**config.mk**
```make
export PLATFORM = sky130hd
export DESIGN_NAME = hazard_sequencer
export DESIGN_NICKNAME = d
export VERILOG_FILES = /design/src/rtl/hazard_sequencer.sv
export SDC_FILE = /design/constraint.sdc
export NUM_CORES = 1
export LEC_CHECK = 0
export ABC_AREA = 1
export ABC_CLOCK_PERIOD_IN_PS = 2400
export CORE_MARGIN = 5
export CORE_UTILIZATION = 44
export DETAILED_ROUTE_END_ITERATION = 7
export MAX_ROUTING_LAYER = met4
export PLACE_DENSITY = 0.73
export SLEW_MARGIN = 10
export SYNTH_ARGS = -nofsm -noshare
export SYNTH_HDL_FRONTEND = slang
export SYNTH_SLANG_ARGS = --single-unit
```
**constraint.sdc**
```tcl
create_clock -name clk -period 2.4 [get_ports clk]
set_input_delay 0.36 -clock clk [delete_from_list [all_inputs] [get_ports clk]]
set_output_delay 0.36 -clock clk [all_outputs]
set_load 0.05 [all_outputs]
```
**src/rtl/hazard_sequencer.sv**
```systemverilog
// Stall/flush sequencer for the 5-stage MIPS pipeline: load-use bubbles,
// taken-branch squashes, data-memory waits with timeout, and perf counters.
module hazard_sequencer #(
    parameter int MEM_TIMEOUT = 15,
    parameter int CNT_W       = 16
) (
    input  logic             clk,
    input  logic             reset,
    input  logic             EX_MemoryRead,
    input  logic [4:0]       EX_rt,
    input  logic [4:0]       ID_rs,
    input  logic [4:0]       ID_rt,
    input  logic [5:0]       ID_Op,
    input  logic             EX_BranchTaken,
    input  logic             MEM_Request,
    input  logic             MEM_Ready,
    output logic             PC_WriteEnable,
    output logic             IFID_WriteEnable,
    output logic             IDEX_WriteEnable,
    output logic             EXMEM_WriteEnable,
    output logic             IFID_Flush,
    output logic             IDEX_Flush,
    output logic             MemTimeout,
    output logic [CNT_W-1:0] StallCount,
    output logic [CNT_W-1:0] FlushCount
);

    typedef enum logic [1:0] {
        RUN      = 2'd0,
        MEM_WAIT = 2'd1,
        HALT     = 2'd2
    } state_t;

    localparam logic [5:0]       OP_LW    = 6'b100011;
    localparam logic [5:0]       OP_XORI  = 6'b001110;
    localparam logic [7:0]       WAIT_MAX = 8'(MEM_TIMEOUT);
    localparam logic [CNT_W-1:0] CNT_MAX  = {CNT_W{1'b1}};

    state_t           state_q, state_d;
    logic [7:0]       wait_q, wait_d;
    logic             timeout_q, timeout_d;
    logic [CNT_W-1:0] stall_q, stall_d;
    logic [CNT_W-1:0] flush_q, flush_d;

    logic use_rt;
    logic load_use;
    logic freeze;

    assign use_rt   = !(ID_Op == OP_LW || ID_Op == OP_XORI);
    assign load_use = EX_MemoryRead && (EX_rt == ID_rs || (use_rt && EX_rt == ID_rt));
    assign freeze   = (state_q == RUN || state_q == MEM_WAIT) && MEM_Request && !MEM_Ready;

    always_ff @(posedge clk) begin
        if (reset) begin
            state_q   <= RUN;
            wait_q    <= 8'd0;
            timeout_q <= 1'b0;
            stall_q   <= '0;
            flush_q   <= '0;
        end else begin
            state_q   <= state_d;
            wait_q    <= wait_d;
            timeout_q <= timeout_d;
            stall_q   <= stall_d;
            flush_q   <= flush_d;
        end
    end

    // Pipeline enables/flushes, priority: reset > HALT > freeze > branch > loadUse.
    always_comb begin
        PC_WriteEnable    = 1'b1;
        IFID_WriteEnable  = 1'b1;
        IDEX_WriteEnable  = 1'b1;
        EXMEM_WriteEnable = 1'b1;
        IFID_Flush        = 1'b0;
        IDEX_Flush        = 1'b0;
        if (reset) begin
            IFID_Flush = 1'b1;
            IDEX_Flush = 1'b1;
        end else if (state_q == HALT || freeze) begin
            PC_WriteEnable    = 1'b0;
            IFID_WriteEnable  = 1'b0;
            IDEX_WriteEnable  = 1'b0;
            EXMEM_WriteEnable = 1'b0;
        end else if (EX_BranchTaken) begin
            // The ID instruction is squashed, so a coincident load-use is moot.
            IFID_Flush = 1'b1;
            IDEX_Flush = 1'b1;
        end else if (load_use) begin
            PC_WriteEnable   = 1'b0;
            IFID_WriteEnable = 1'b0;
            IDEX_Flush       = 1'b1;
        end
    end

    always_comb begin
        state_d   = state_q;
        wait_d    = wait_q;
        timeout_d = timeout_q;
        case (state_q)
            RUN: begin
                if (freeze) begin
                    state_d = MEM_WAIT;
                    wait_d  = 8'd1;
                end
            end
            MEM_WAIT: begin
                if (MEM_Ready) begin
                    state_d = RUN;
                    wait_d  = 8'd0;
                end else if (wait_q >= WAIT_MAX) begin
                    state_d   = HALT;
                    timeout_d = 1'b1;
                end else begin
                    wait_d = wait_q + 8'd1;
                end
            end
            default: begin
                state_d = HALT;
            end
        endcase
    end

    // Counters saturate; HALT freezes them because its cycles are excluded.
    always_comb begin
        stall_d = stall_q;
        flush_d = flush_q;
        if (state_q != HALT && !PC_WriteEnable && stall_q != CNT_MAX)
            stall_d = stall_q + 1'b1;
        if (IFID_Flush && flush_q != CNT_MAX)
            flush_d = flush_q + 1'b1;
    end

    assign MemTimeout = timeout_q;
    assign StallCount = stall_q;
    assign FlushCount = flush_q;

endmodule

```
==> After elaboration in Yosys (flattened, before gate mapping) <==
Index checks and enable logic that the tools add are counted.
{ "totals": {"mem_bits_ro": 0, "memories": 0, "output_inout_bits": 39, "in_bits": 27, "word_cells": 62, "latchBits": 0, "ff_bits": 43, "ramBits": 0} }
{ "op_classes": {"add_sub_neg": 3, "n_eq_ne": 12, "shifts": 0, "mul": 0, "bitwise_logic": 1, "n_reduce_logical": 19, "order_cmp": 1, "div": 0, "muxes": 21} }
{ "ops": {"columns": ["operator", "n"], "rows": [
  ["16-bit by 1-bit adder with 16-bit output (second input constant)", 2],
  ["16-bit inequality test (second input constant)", 2],
  ["8-bit two-way mux", 3],
  ["8-bit case mux with 2 select lines", 1],
  ["1-bit two-way mux", 13],
  ["5-bit == test", 2],
  ["8-bit by 1-bit adder with 8-bit output (second input constant)", 1],
  ["8-bit by 4-bit greater-or-equal comparator with 1-bit output (second input constant)", 1],
  ["1-bit logical AND", 7],
  ["6-bit by 4-bit == test with 1-bit output (second input constant)", 1],
  ["6-bit == test (second input constant)", 1],
  ["2-bit two-way mux", 3],
  ["3-bit AND reduction", 2],
  ["1-bit logical OR", 4],
  ["2-bit inequality test (second input constant)", 2],
  ["2-bit case mux with 2 select lines", 1],
  ["1-bit logical NOT", 3],
  ["3-bit by 2-bit inequality test with 1-bit output (second input constant)", 1],
  ["3-bit inequality test (second input constant)", 1],
  ["2-bit by 1-bit == test with 1-bit output (second input constant)", 1],
  ["2-bit == test (second input constant)", 1],
  ["2-bit logical NOT", 1],
  ["2-bit AND reduction", 1],
  ["2-bit nonzero test", 1],
  ["1-bit NOT", 1]
]} }

==> Longest topological paths before layout <==
Gate-level depths: netlist of run 1.
{ "depth": {"word_depth": 13, "depth_mapped": 13, "ltp_nobuf": 13} }

==> Worst setup path before layout of run 1 <==
OpenSTA, ideal clock, no wires.
{ "synth_timing": {"path_kind": "input to output", "start": "input EX_rt[1]", "end": "output IDEX_Flush", "stages": 8, "n_path_buf": 0, "required_time_ns": 2.040, "arrival_time_ns": 1.914, "setup_slack_ns": 0.126, "cell_sequence": "inv_1 nand2_1 nand2_1 nor2_1 nand2_1 o21ai_1 nand2_1 o21ai_0"} }
{ "synth_via": {"elab_chain_len": 8, "word_cells_on_any_way": 9, "classes_between": "eq/ne: 2; mux: 4; reduce/logical: 3"} }
{ "synth_lines": {"columns": ["item", "line", "text"], "rows": [
  ["from (decl)", "10", "input logic [4:0] EX_rt,"],
  ["5-bit == test", "50", "assign load_use = EX_MemoryRead && (EX_rt == ID_rs || (use_rt && EX_rt == ID_rt));"],
  ["1-bit logical AND", "50", null],
  ["1-bit logical OR (*)", "50", null],
  ["1-bit logical AND (*)", "50", null],
  ["1-bit two-way mux (*)", "89", "end else if (load_use) begin"],
  ["1-bit two-way mux (*)", "85", "end else if (EX_BranchTaken) begin"],
  ["1-bit two-way mux (*)", "80", "end else if (state_q == HALT || freeze) begin"],
  ["1-bit two-way mux (*)", "77", "if (reset) begin"],
  ["to (decl)", "22", "output logic IDEX_Flush,"]
]} }
Mark *: on every way between the ends. The rest lies on a longest branch, timed or not.

==> Worst setup path in the final report of run 1 <==
{ "layout_timing": {"start": "input EX_rt[1]", "end": "output PC_WriteEnable"} }
{ "layout_via": {"elab_chain_len": 8, "word_cells_on_any_way": 9, "classes_between": "eq/ne: 2; mux: 4; reduce/logical: 3"} }
{ "layout_lines": {"columns": ["item", "line", "text"], "rows": [
  ["5-bit == test", "50", null],
  ["1-bit logical AND", "50", null],
  ["1-bit logical OR (*)", "50", null],
  ["1-bit logical AND (*)", "50", null],
  ["1-bit two-way mux (*)", "89", null],
  ["1-bit two-way mux (*)", "85", null],
  ["1-bit two-way mux (*)", "80", null],
  ["1-bit two-way mux (*)", "77", null],
  ["to (decl)", "17", "output logic PC_WriteEnable,"]
]} }
Marked as above.

==> metrics.md, run 1 <==
| Metric | Value |
|---|---|
| Status | completed |
| Crit. End Element | output pin |
| Remaining antenna violation count | 0 |
| Final WL | 6.57 mm |
| # fillers | 536 |
| H-tree depth | 2 |
| CORE AREA | 5850 sq um |
| Via count | 2,690 |
| Num CTS Buffers | 5 |
| Critical path's most frequent cell | nand2_1 |
| Most common library cells after synthesis | nand2_1 (93), inv_1 (52), dfxtp_1 (43), nor2_1 (43), a21oi_1 (21) |
| Setup TNS | 0 ps |
| Clk slew on worst S/H paths | 80 ps |
| RePlAce Congestion | 0.872 |
| Yosys warns | 0 |
| Area delta synth->final | 35.1% |
| Final period util | 92.6% |
| Area of the multi-input gates | 1500 sq um |
| Die W | 87.3 um |
| Final Setup Violations | 0 |
| R2R Setup Slk | 320 ps |
| Crit Reg-Reg Startpoint | StallCount[1]$_SDFFE_PP0P_ |
| RSZ-0062 raised after global routing | false |
| Final Cell Area | 3550 sq um |
| Final net count | 491 |
| Vias in the first global route | 2,469 |
| Clk Latency, worst-skew pair | 290 ps |
| Post-synth cell types | 37 |
| Proportion of layout cells with a drive suffix above 1 | 13.0% |
| Post-synth EDFFs | 0 |
| Maximum root-to-sink buffer count | 2 |
| DRT iter0 DRCs | 192 |
| Syn Nets | 421 |
| I/O Buffers | 65 |
| Critical Path Start Type | input pin |
| Max cap viols | 0 |
| Via density | 5.01 |
| Seq/Total Area, Yosys | 32.7% |
| Reg area | 861 sq um |
| PwrDens | 419 nW/um^2 |
| Die area | 7620 sq um |
| Resize count post-CTS | 0 |
| Worst hold path startpoint | wait_q[4]$_SDFFE_PP0P_ |
| GR Overflow Total | 0 |
| Fin crit period | 2220 ps |
| CP max FO | 3 |
| Reg2Reg Depth | 8 |
| Post-cts hold buffer count | 0 |
| Setup crit end | PC_WriteEnable |
| CTS sink count | 43 |
| Crit path DAT | 1860 ps |
| Pins Over Slew Limit | 0 |
| Skew final | 6.65 ps |
| Synth Flop Type | dfxtp_1 |
| Core Rows | 28 |
| First-pass DRT Iterations | 5 |
| Max Fclk | 0.450 GHz |
| CTS tree | yes |
| Hold Crit Class | flip-flop to flip-flop |
| Slew HR | 66.1% |
| Synth Instances | 391 |
| Max incr delay on CP | 500 ps |
| Critical Path RT | 2040 ps |
| Largest net degree at the start of global routing | 28 |
| Worst-path cell chain | clkdlybuf4s50_1 -> inv_1 -> nand2_1 -> nand2_1 -> nor2_1 -> nand2_1 -> o21ai_2 -> nand2_2 -> o21bai_4 -> inv_2 -> buf_12 |
| Synthesized flop and latch total | 43 |
| Most frequent cell after synthesis | nand2_1 |
| # IOs | 66 |
| First-pass GRT wire length | 11.0 mm |
| GRT Total Usage | 18.0% |
| Capture point of the worst reg-to-reg path | StallCount[4]$_SDFFE_PP0P_ |
| Placed Area | 3430 sq um |
| Critical setup path kind | input pin to output pin |
| Mean post-synth cell area | 6.72 sq um |
| Asr flop ratio synth | 0% |
| Post-detail-place hpwl | 4.98 mm |
| Ranking of synthesized cells by area | dfxtp_1 (33%), nand2_1 (13%), inv_1 (7.4%) |
| Number of remaining DRC errors | 0 |
| Initial antenna violation count | 0 |
| Inserted Diodes | 0 |
| CP Launch Point | EX_rt[1] |
| Post-layout util | 60.7% |
| Top cell type's share of synthesized area | 32.7% |
| Worst VDD drop | 370 uV |
| Synthesized area | 2630 sq um |
| Setup Fix Bufs, Post-CTS | 0 |
| Clk root buf | clkbuf_8 |
| Initial Util | 44.9% |
| Crit path max-delay cell type | clkdlybuf4s50_1 |
| Die height | 87.3 um |
| Avg WL per Cell | 12.2 um |
| Slew @ Worst Pin | 506 ps |
| Leakage | 1.44 nW |
| Synth area leader | dfxtp_1 |
| Final hold viol count | 0 |
cell families (layout without fill, tap and decap cells):
kind of cell,Yosys count,in the layout,synth area share (%)
and+or+nand+nor,212,212,38.0
buffers and inverters,68,139,10.8
AOI/OAI and AO/OA,45,45,10.4
DFF,43,43,32.7
xor gates and xnor gates,20,20,6.66
adders and majority gates,3,3,1.43
per-stage QoR:
| stage | hold slack (ps) | worst slack, ps | power [mW] | instances |
|---|---|---|---|---|
| detailed placement | 435 | 48.5 | 0.995 | 529 |
| global route | 464 | 32.7 | 1.56 | 537 |
| finish | 450 | 177 | 1.49 | 537 |
| CTS | 447 | 44.1 | 1.50 | 537 |
| floorplan | 419 | 126 | 0.883 | 391 |
| global placement | 428 | 51.7 | 0.991 | 529 |
registers in the layout, indices dropped and copies added, names as in the netlist:
register	cells
FlushCount	16
StallCount	16
wait_q	8
state_q	2
MemTimeout	1
cells in the final DEF (no fill, tap or decap), types with 8 or more instances in the layout:
cell type        count
inv_1               51
nor3_1              13
clkdlybuf4s50_1     58
nand2_1             92
nor2_1              43
nand3_1             20
nand2_2             12
xor2_1              14
a21oi_1             21
nand4_1             20
dfxtp_1             43
a21oi_2              8
buf_4                9
where the power goes:
| group | internal, mW | leakage, nW | total [mW] | switching (mW) |
|---|---|---|---|---|
| sequential | 0.722 | 0.347 | 0.731 | 0.00884 |
| clock | 0.263 | 0.0515 | 0.507 | 0.244 |
| combinational | 0.109 | 1.04 | 0.252 | 0.143 |
worst min path at each step:
stage,endpoint,slack [ps],depth (start not counted)
4_1_cts,wait_q[7]$_SDFFE_PP0P_,450,2
3_3_place_gp,wait_q[6]$_SDFFE_PP0P_,430,2
6_report,wait_q[4]$_SDFFE_PP0P_,450,2
2_1_floorplan,wait_q[7]$_SDFFE_PP0P_,420,2
3_5_place_dp,wait_q[6]$_SDFFE_PP0P_,430,2
5_1_grt,wait_q[7]$_SDFFE_PP0P_,460,2
layout make-up:
type | instances | share of cell area, %
Sequential cell | 43 | 24.2
Clock buffer | 8 | 2.82
Inverter | 57 | 6.03
Tap cell | 75 | 2.64
Timing Repair Buffer | 74 | 22.0
Multi-Input combinational cell | 280 | 42.3
worst max-delay path: cells and delay by family:
kind	cells	cell delay, ps
buffers and inverters	4	800
AOI/OAI and AO/OA	2	330
and+or+nand+nor	5	360
metal layers:
layer	up-vias	routed length, um	global-route usage [%]
li1	1400	-	-
met4	0	23	3.35
met1	1207	3140	23.5
met3	2	462	3.50
met2	81	2940	29.0
met5	-	0	-
(Power assumes the default switching activity.)
==> run 2, diff against run 1 <==
--- a/config.mk
+++ b/config.mk
@@ -7,6 +7,7 @@
 export LEC_CHECK = 0
 export ABC_AREA = 1
 export ABC_CLOCK_PERIOD_IN_PS = 2400
+export CAP_MARGIN = 30
 export CORE_MARGIN = 5
 export CORE_UTILIZATION = 44
 export DETAILED_ROUTE_END_ITERATION = 7
==> results of run 2 <==
No change in the layout: final DEF, timing and power equal those of run 1.
